## config.mk

```make
export PLATFORM = sky130hd
export DESIGN_NAME = alu_share_arbiter
export DESIGN_NICKNAME = d
export VERILOG_FILES = /design/src/rtl/alu_share_arbiter.sv
export SDC_FILE = /design/constraint.sdc
export NUM_CORES = 1
export LEC_CHECK = 0
export ABC_CLOCK_PERIOD_IN_PS = 1660
export CAP_MARGIN = 20
export CORE_AREA = 4 4 204 206
export CTS_CLUSTER_DIAMETER = 80
export CTS_CLUSTER_SIZE = 14
export DETAILED_ROUTE_END_ITERATION = 7
export DIE_AREA = 0 0 208 210
export GPL_ROUTABILITY_DRIVEN = 0
export PLACE_DENSITY_LB_ADDON = 0.1
export SYNTH_ARGS = -nofsm -noshare
export SYNTH_HDL_FRONTEND = slang
export SYNTH_SLANG_ARGS = --single-unit
```

## constraint.sdc

```tcl
create_clock -name clk -period 1.66 [get_ports clk]
set_clock_uncertainty 0.05 [all_clocks]
set_input_delay 0.166 -clock clk [delete_from_list [all_inputs] [get_ports clk]]
set_output_delay 0.166 -clock clk [all_outputs]
set_load 0.005 [all_outputs]
```

## src/rtl/alu_share_arbiter.sv

```systemverilog
// Round-robin arbiter sharing one registered ALU between two requesters.
// Optional illegal-op check enabled by defining ALU_ARB_OPCHK_EN.
module alu_share_arbiter #(
    parameter int DATA_W = 64
) (
    input  logic                clk,
    input  logic                rst_n,
    input  logic [1:0]          req_valid,
    output logic [1:0]          req_ready,
    input  logic [7:0]          req_op,
    input  logic [2*DATA_W-1:0] req_a,
    input  logic [2*DATA_W-1:0] req_b,
    output logic [1:0]          rsp_valid,
    input  logic [1:0]          rsp_ready,
    output logic [DATA_W-1:0]   rsp_data,
    output logic                rsp_zero,
    output logic                rsp_err,
    output logic [DATA_W-1:0]   alu_rd1,
    output logic [DATA_W-1:0]   alu_rd2,
    output logic [3:0]          alu_op,
    input  logic [DATA_W-1:0]   alu_result,
    input  logic                alu_zero
);

    typedef enum logic [1:0] {
        IDLE = 2'd0,
        EXEC = 2'd1,
        CAPT = 2'd2,
        RESP = 2'd3
    } state_t;

    state_t              state_r;
    state_t              state_s;
    logic                grant_id_r;
    logic                last_grant_r;
    logic                sel_s;
    logic                accept_s;
    logic                grant_next_s;
    logic [3:0]          sel_op_s;
    logic [DATA_W-1:0]   sel_a_s;
    logic [DATA_W-1:0]   sel_b_s;

`ifdef ALU_ARB_OPCHK_EN
    function automatic logic op_is_legal(input logic [3:0] op);
        case (op)
            4'b0000, 4'b0001, 4'b0010, 4'b0110: return 1'b1;
            default:                            return 1'b0;
        endcase
    endfunction
`endif

    // Requester selection, ready decode and next-state logic
    always_comb begin
        sel_s        = 1'b0;
        req_ready    = 2'b00;
        state_s      = state_r;
        case (req_valid)
            2'b01:   sel_s = 1'b0;
            2'b10:   sel_s = 1'b1;
            2'b11:   sel_s = ~last_grant_r;
            default: sel_s = 1'b0;
        endcase
        if ((state_r == IDLE) && (req_valid != 2'b00)) begin
            req_ready = sel_s ? 2'b10 : 2'b01;
        end else begin
            req_ready = 2'b00;
        end
        accept_s     = |(req_valid & req_ready);
        grant_next_s = accept_s ? sel_s : grant_id_r;
        sel_op_s     = sel_s ? req_op[7:4] : req_op[3:0];
        sel_a_s      = sel_s ? req_a[2*DATA_W-1:DATA_W] : req_a[DATA_W-1:0];
        sel_b_s      = sel_s ? req_b[2*DATA_W-1:DATA_W] : req_b[DATA_W-1:0];
        case (state_r)
            IDLE: begin
                if (accept_s) begin
`ifdef ALU_ARB_OPCHK_EN
                    // Illegal ops skip the ALU and answer straight away
                    state_s = op_is_legal(sel_op_s) ? EXEC : RESP;
`else
                    state_s = EXEC;
`endif
                end else begin
                    state_s = IDLE;
                end
            end
            EXEC:    state_s = CAPT;
            CAPT:    state_s = RESP;
            RESP: begin
                if (rsp_ready[grant_id_r]) begin
                    state_s = IDLE;
                end else begin
                    state_s = RESP;
                end
            end
            default: state_s = IDLE;
        endcase
    end

    // State, grant tracking, ALU operand and response registers
    always_ff @(posedge clk) begin
        if (!rst_n) begin
            state_r      <= IDLE;
            grant_id_r   <= 1'b0;
            last_grant_r <= 1'b1;
            rsp_valid    <= 2'b00;
            rsp_data     <= '0;
            rsp_zero     <= 1'b0;
            alu_rd1      <= '0;
            alu_rd2      <= '0;
            alu_op       <= 4'b0010;
`ifdef ALU_ARB_OPCHK_EN
            rsp_err      <= 1'b0;
`endif
        end else begin
            state_r   <= state_s;
            rsp_valid <= (state_s == RESP) ? {grant_next_s, ~grant_next_s} : 2'b00;
            if (accept_s) begin
                grant_id_r   <= sel_s;
                last_grant_r <= sel_s;
`ifdef ALU_ARB_OPCHK_EN
                if (op_is_legal(sel_op_s)) begin
                    alu_rd1 <= sel_a_s;
                    alu_rd2 <= sel_b_s;
                    alu_op  <= sel_op_s;
                end else begin
                    rsp_data <= '0;
                    rsp_zero <= 1'b0;
                    rsp_err  <= 1'b1;
                end
`else
                alu_rd1 <= sel_a_s;
                alu_rd2 <= sel_b_s;
                alu_op  <= sel_op_s;
`endif
            end
            if (state_r == CAPT) begin
                rsp_data <= alu_result;
                rsp_zero <= alu_zero;
`ifdef ALU_ARB_OPCHK_EN
                rsp_err  <= 1'b0;
`endif
            end
        end
    end

`ifndef ALU_ARB_OPCHK_EN
    assign rsp_err = 1'b0;
`endif

endmodule

```

======== After elaboration in Yosys (flattened, before gate mapping) ========
Index checks and enable logic that the tools add are counted.
cells by class
  $lt $le $gt $ge ......................... 1
  equal/unequal tests ..................... 6
  mux-type cells .......................... 12
  bitwise logic cells ..................... 3
  reduce and logical (&&, ||, !) cells .... 5
operator list
  operator                                             count
  two-way mux 64 bit                                   2
  == test 2 bit (second input constant)                5
  one-hot mux 2 bit (4 select lines)                   1
  two-way mux 2 bit                                    3
  two-way mux 1 bit                                    4
  two-way mux 4 bit                                    1
  AND 2 bit                                            1
  == test 2 x 1 -> 1 bit (second input constant)       1
  zero test 2 bit                                      1
  < comparator 1 x 2 -> 1 bit (second input constant)  1
  inverter 1 bit                                       2
  one-hot mux 1 bit (2 select lines)                   1
  AND reduction 2 bit                                  1
  nonzero test 2 bit                                   1
  OR reduction 2 bit                                   1
  logical AND 1 bit                                    1
storage, ports and cells
  flip-flop bits (word level) ............. 203
  input bits .............................. 335
  output and inout port bits .............. 202
  word-level logic and storage cells ...... 36

======== Longest topological paths before layout ========
Gate-level depths: netlist (run 1).
  word-level depth ........................ 10
  mapped depth ............................ 6
  mapped depth without buffers ............ 4

======== Worst setup path after synthesis (run 1) ========
No wires, ideal clock.
  path type ............................... register to output
  from .................................... register last_grant_r
  to ...................................... output port req_ready[0]
  arrival time ............................ 1.203 ns
  data required time ...................... 1.444 ns
  path slack .............................. 0.241 ns
  stages on the path, launching flop included .. 6
  path buffers ............................ 3
  path through ............................ dfxtp_1 nand2b_1 buf_2 buf_2 clkbuf_1 and3_1
between the ends
  cells in the longest elaborated chain, start to end .. 4
ends and longest elaborated chain
  what                                RTL line  RTL
  start: declaration                  35        logic last_grant_r;
  start signal: assignment            119       last_grant_r <= sel_s;
  inverter 1 bit                      60        2'b11: sel_s = ~last_grant_r;
  one-hot mux 1 bit (2 select lines)  57        case (req_valid)
  two-way mux 2 bit                   64        req_ready = sel_s ? 2'b10 : 2'b01;
  two-way mux 2 bit                   63        if ((state_r == IDLE) && (req_valid != 2'b00)) begin
  end: declaration                    9         output logic [1:0] req_ready,
No other way between the ends.

======== Final worst setup path (run 1) ========
  from .................................... register state_r[0]
  to ...................................... output port req_ready[0]
between the ends
  cells in the longest elaborated chain, start to end .. 3
ends and longest elaborated chain
  what                      RTL line  RTL
  start: declaration        32        state_t state_r;
  start signal: assignment  115       state_r <= state_s;
  zero test 2 bit           63
  logical AND 1 bit         63
  two-way mux 2 bit         63
No other way between the ends.

==> impl_metrics.tcl, run 1 <==
set metrics [dict create \
    worst-slew-pin-transition_ps 587 \
    hp-start "req_valid[0]" \
    start_kind "register" \
    holdWs_ps 62.9 \
    p_total_w 0.0183 \
    drt_pass1_iterations 5 \
    clkSlewWorstSetupHoldPaths_ps 70 \
    synthSimpleGateAreaFrac_pct 23.8 \
    via_per_inst 4.96 \
    slew_violations 0 \
    path_class "register to output port" \
    reg2reg_depth 5 \
    min_path_type "input pin to register" \
    synth_top_family_by_area "simple AND/OR/NAND/NOR gates" \
    synth_fa_ha_area_share_pct 0 \
    synth_seq_cells 203 \
    cts_buffers 19 \
    drc 0 \
    synth-compound-area-share_pct 21.8 \
    synthFlopType "dfxtp_1" \
    area_growth_pct 81.7 \
    fill_cells 4084 \
    fp.coreArea_mm2 0.0396 \
    dp_hpwl_um 32400 \
    post-route-period-util_pct 102 \
    synth_xor_area_share_pct 0 \
    drv_cap 0 \
    grt_pass1_wl_um 67400 \
    clock-root-buffer "clkbuf_16" \
    synth_top_area_share_pct 47.5 \
    die_x_um 208 \
    violations "negative setup slack" \
    hold_end "alu_rd2[49]$_SDFFE_PN0P_" \
    seq_area_frac_synth_pct 47.5 \
    period_needed_ps 1690 \
    regToRegEndpoint "alu_rd1[35]$_SDFFE_PN0P_" \
    r2r-start "state_r[0]$_SDFF_PN0_" \
    grt_pass1_vias 10500 \
    cp-end-kind "output port" \
    port_buffers 535 \
    cp_data_arrival_time_ps 1480 \
    die_h_um 210 \
    overflow 0 \
    fin_cells 2106 \
    layout.nets 1903 \
    ys_warn_count 0 \
    async_flop_share_pct 0 \
    critPathMaxFanout 4 \
    clockBufferDepth 3 \
    first_iter_violations 662 \
    final-hold-violation-count 0 \
    p_leak_nw 5.46 \
    placementRows 73 \
    dp.cells 2070 \
    ir_drop_v 0.00102 \
    muxShareOfSynthArea_pct 0.117 \
    max_slew_margin_pct 60.9 \
    synth_area_mm2 0.00856 \
    die_area_mm2 0.0437 \
    drive_gt1_share_pct 7.24 \
    rsz0062_at_grt "yes" \
    synth_cells 1088 \
    outcome "complete, but fails checks" \
    ant_nets 0 \
    final_core_util_pct 39.2 \
    htreeDepth 1 \
    routedWlPerCell_um 21.7 \
    yosys-top-cells-area "dfxtp_1, nand4_1, a31oi_1, nand3_1, nand2_1" \
    setup_viol 1 \
    synth_edf_count 0 \
    netlist-cell-type-count 26 \
    synth_area_leader_cell "dfxtp_1" \
    cts_tree "done" \
    cp.required_ps 1440 \
    fin_tns_setup_ps -33.9 \
    grt_max_degree 131 \
    io_pins 537 \
    fmax_mhz 590 \
    grt_usage_pct 19.3 \
    worst_slack_ps -33.9 \
    vias 10500 \
    drt_wl_total_um 45800 \
    synth_nets 1423 \
    worst_hold_path.num_cells 4 \
    p_per_area_mw_per_mm2 1180 \
    r2r_setup_slack_ps 50 \
    holdBufCountCts 0 \
    insertion_delay_ps 510 \
    start_util_pct 21.6 \
    grt_antenna_before_repair 11 \
    cts.sinks 203 \
    synth_area_per_cell_um2 7.87 \
]
[routing by layer]
layer | vias up | track usage, % | part of all wire (%)
li1 | 5016 | - | -
met1 | 4922 | 23.5 | 40
met2 | 446 | 32.5 | 48
met3 | 62 | 6.86 | 9.1
met4 | 8 | 5.62 | 2.8
met5 | - | 0 | 0.16
[cells in the final DEF, fill, tap and decap left out, types with 11 or more instances in the layout]
cell type	n
a21oi_1	67
a31oi_1	131
buf_12	25
buf_4	33
clkbuf_16	20
clkdlybuf4s50_1	506
dfxtp_1	194
dlygate4sd2_1	11
dlymetal6s2s_1	15
nand2_1	130
nand3_1	130
nand4_1	133
o21ai_0	62
o21ai_1	73
[through the flow]
step                cell area [µm²]  worst slack, ps
finish                        15500            -33.9
global route                  15500             -102
CTS                           15400            -63.7
detailed placement            14900             -365
global placement              14900             -356
floorplan                      8560              241
[critical path, cell delays in order (launching register included)]
cell and delay, ps:
dfxtp_2 330, nor2_4 180, buf_6 150, and3_4 200, buf_6 120
[worst max-delay path by stage]
stage	cells past startpoint	slack [ps]	endpoint	startpoint
floorplan	5	240	req_ready[0]	last_grant_r$_SDFFE_PN1P_
global placement	5	-360	req_ready[0]	req_valid[1]
detailed placement	7	-360	alu_rd1[55]$_SDFFE_PN0P_	req_valid[1]
CTS	4	-60	req_ready[0]	state_r[0]$_SDFF_PN0_
global route	4	-100	req_ready[0]	state_r[0]$_SDFF_PN0_
finish	4	-30	req_ready[0]	state_r[0]$_SDFF_PN0_
[area by class of cell]
| class | instances | area (µm²) | share of cell area, % |
|---|---|---|---|
| clock buffers | 22 | 507 | 3.26 |
| diodes | 7 | 17.5 | 0.113 |
| well taps | 525 | 657 | 4.23 |
| multi-input cells | 743 | 3970 | 25.5 |
| inverters | 3 | 16.3 | 0.105 |
| clock inverters | 5 | 57.6 | 0.370 |
| repair buffers | 598 | 6240 | 40.2 |
| flip-flops and latches | 203 | 4080 | 26.2 |
[cell families (layout without fill, tap and decap cells)]
kind of cell	count (synthesis)	after routing
AND/OR/NAND/NOR	404	404
buffers and inverters	142	628
flip-flops	203	203
multiplexers	1	1
AO/OA/AOI/OAI	337	337
other	1	8
[flip-flops by register name (all words and copies together) (netlist names), 2 cells and up]
| name | count |
|---|---|
| state_r | 2 |
| rsp_valid | 2 |
| alu_rd2 | 64 |
| rsp_data | 64 |
| alu_op | 4 |
| alu_rd1 | 64 |
[where the power goes]
group	switching (W)	leakage, nW	total (W)	internal [W]
Sequential	0.000470	1.67	0.00625	0.00578
Combinational	0.00398	3.51	0.00766	0.00368
Clock	0.00206	0.280	0.00439	0.00233
Total	0.00651	5.46	0.0183	0.0118
[cell usage after synthesis, drive strengths merged (2+ instances only)]
| cell type | number |
|---|---|
| nand4 | 133 |
| nand3 | 132 |
| nand2 | 131 |
| a21oi | 67 |
| a31oi | 131 |
| o21ai | 135 |
| buf | 47 |
| clkbuf | 92 |
| nor2 | 2 |
| nand2b | 2 |
| inv | 3 |
| dfxtp | 203 |
[timing repair]
item                       in CTS  in global routing
buffers inserted                1                  0
cloned                          0                  1
setup endpoints to repair      27                 73
resized for setup              32                 24
pin swaps                       1                  2
No activity file was read; power rests on OpenSTA's default activity.
==> run 2, diff against run 1 <==
ABC_AREA = 0   (was not set)
SETUP_SLACK_MARGIN = 0.2   (was not set)
==> run 2 against run 1 <==
  * The flow still finishes with violations (negative setup slack)
  * Sequential cell count unchanged
  * Power increased by 16%
  * Die area unchanged
  * Clock-buffer cell count unchanged
  * Routed wire length increased by 10%
  * Non-clock buffer count increased by 50
  * Cell count increased by 2.4%
  * Combinational power increased by 36%
  * First-iteration DRC count decreased by 16%
  * Largest cell class unchanged
  * Hold slack improved by 13 ps
  * Critical path depth unchanged
==> impl_metrics.tcl, run 2 (synthesis gave the netlist of run 1 again) <==
set metrics [dict create \
    outcome "complete, but fails checks" \
    violations "negative setup slack" \
    period_needed_ps 1680 \
    fp.coreArea_mm2 0.0396 \
    clockBufferDepth 3 \
    fill_cells 4036 \
    cp-end-kind "output port" \
    slew_violations 0 \
    drt_pass1_iterations 4 \
    drive_gt1_share_pct 18.9 \
    ir_drop_v 0.000819 \
    mostFrequentLayoutCells "clkdlybuf4s50_1, dlygate4sd2_1, dfxtp_1" \
    overflow 0 \
    max_slew_margin_pct 62.3 \
    first_iter_violations 559 \
    critPathMaxFanout 3 \
    clock-root-buffer "clkbuf_16" \
    r2r-start "state_r[0]$_SDFF_PN0_" \
    insertion_delay_ps 510 \
    die_h_um 210 \
    htreeDepth 1 \
    clkSlewWorstSetupHoldPaths_ps 70 \
    worst-slew-pin-transition_ps 566 \
    io_pins 537 \
    dp.cells 2070 \
    grt_antenna_before_repair 11 \
    crit_start "state_r[0]$_SDFF_PN0_" \
    cts_buffers 19 \
    area_growth_pct 97.2 \
    drv_cap 0 \
    die_x_um 208 \
    start_util_pct 21.6 \
    drt_wl_total_um 50500 \
    layout_commonest_cell "clkdlybuf4s50_1" \
    cp_data_arrival_time_ps 1460 \
    grt_usage_pct 20.8 \
    placementRows 73 \
    setup_viol 5 \
    cts_tree "done" \
    fin_cells 2156 \
    fin_tns_setup_ps -36.1 \
    hp-start "req_valid[0]" \
    layout.nets 1953 \
    drc 0 \
    vias 11000 \
    p_leak_nw 6.56 \
    path_class "register to output port" \
    final-hold-violation-count 0 \
    p_per_area_mw_per_mm2 1260 \
    fmax_mhz 597 \
    cp.required_ps 1440 \
    cts.sinks 203 \
    biggestRegsByFlops "alu_rd1: 64 flops, alu_rd2: 64 flops, rsp_data: 64 flops" \
    dp_hpwl_um 32400 \
    pre_cts_ws_ps -365 \
    worst_slack_ps -15.8 \
    via_per_inst 5.08 \
    ant_nets 0 \
    min_path_type "input pin to register" \
    grt_pass1_wl_um 71400 \
    grt_max_degree 131 \
    grt_pass1_vias 10900 \
    routedWlPerCell_um 23.4 \
    p_total_w 0.0212 \
    rsz0062_at_grt "yes" \
    start_kind "register" \
    post-route-period-util_pct 101 \
    port_buffers 535 \
    holdWs_ps 75.5 \
    die_area_mm2 0.0437 \
]
[run 2: cell type report]
class | count | area, µm² | area share [%]
diodes | 7 | 17.5 | 0.104
well taps | 525 | 657 | 3.89
repair buffers | 648 | 7040 | 41.7
clock inverters | 5 | 57.6 | 0.341
multi-input cells | 743 | 4480 | 26.6
inverters | 3 | 18.8 | 0.111
flip-flops and latches | 203 | 4090 | 24.2
clock buffers | 22 | 507 | 3.00
[run 2: worst paths after layout]
| kind | endpoint | cells past startpoint | slack, ps |
|---|---|---|---|
| worst max register to register | alu_rd2[35]$_SDFFE_PN0P_ | 8 | -10 |
| worst min-delay path | alu_rd2[49]$_SDFFE_PN0P_ | 4 | 80 |
| worst min register to register | rsp_data[2]$_SDFFE_PN0P_ | 2 | 400 |
| worst max-delay path | req_ready[0] | 4 | -20 |
[run 2: layer usage]
| layer | track usage (%) | part of all wire [%] |
|---|---|---|
| met4 | 6.43 | 3.3 |
| met2 | 35.4 | 48 |
| met1 | 25.1 | 40 |
| met5 | 0 | 0.14 |
| met3 | 6.70 | 8.3 |
[run 2: where the power goes]
| part | internal [W] | switching [W] |
|---|---|---|
| sequential | 0.00579 | 0.000547 |
| clock | 0.00233 | 0.00209 |
| combinational | 0.00522 | 0.00522 |
| total | 0.0133 | 0.00786 |
[run 2: per-stage QoR]
step,instance area [µm²],utilization (%)
after floorplan,8560,-
after global placement,14900,37.5
after detailed placement,14900,37.5
after CTS,16000,40.5
after global routing,16900,42.6
final,16900,42.6
[run 2: worst max-delay path, stage by stage (launching register included)]
cell and delay [ps]:
dfxtp_2 330, nor2_4 170, buf_6 140, and3_4 190, buf_6 120
[run 2: repair_timing]
item,4_1_cts,5_1_grt
pin swaps,71,104
resized for setup,337,134
endpoints found under the hold margin,0,0
setup buffers,14,5
hold buffers,0,0
endpoints found under the setup margin,323,204
gates cloned,16,17
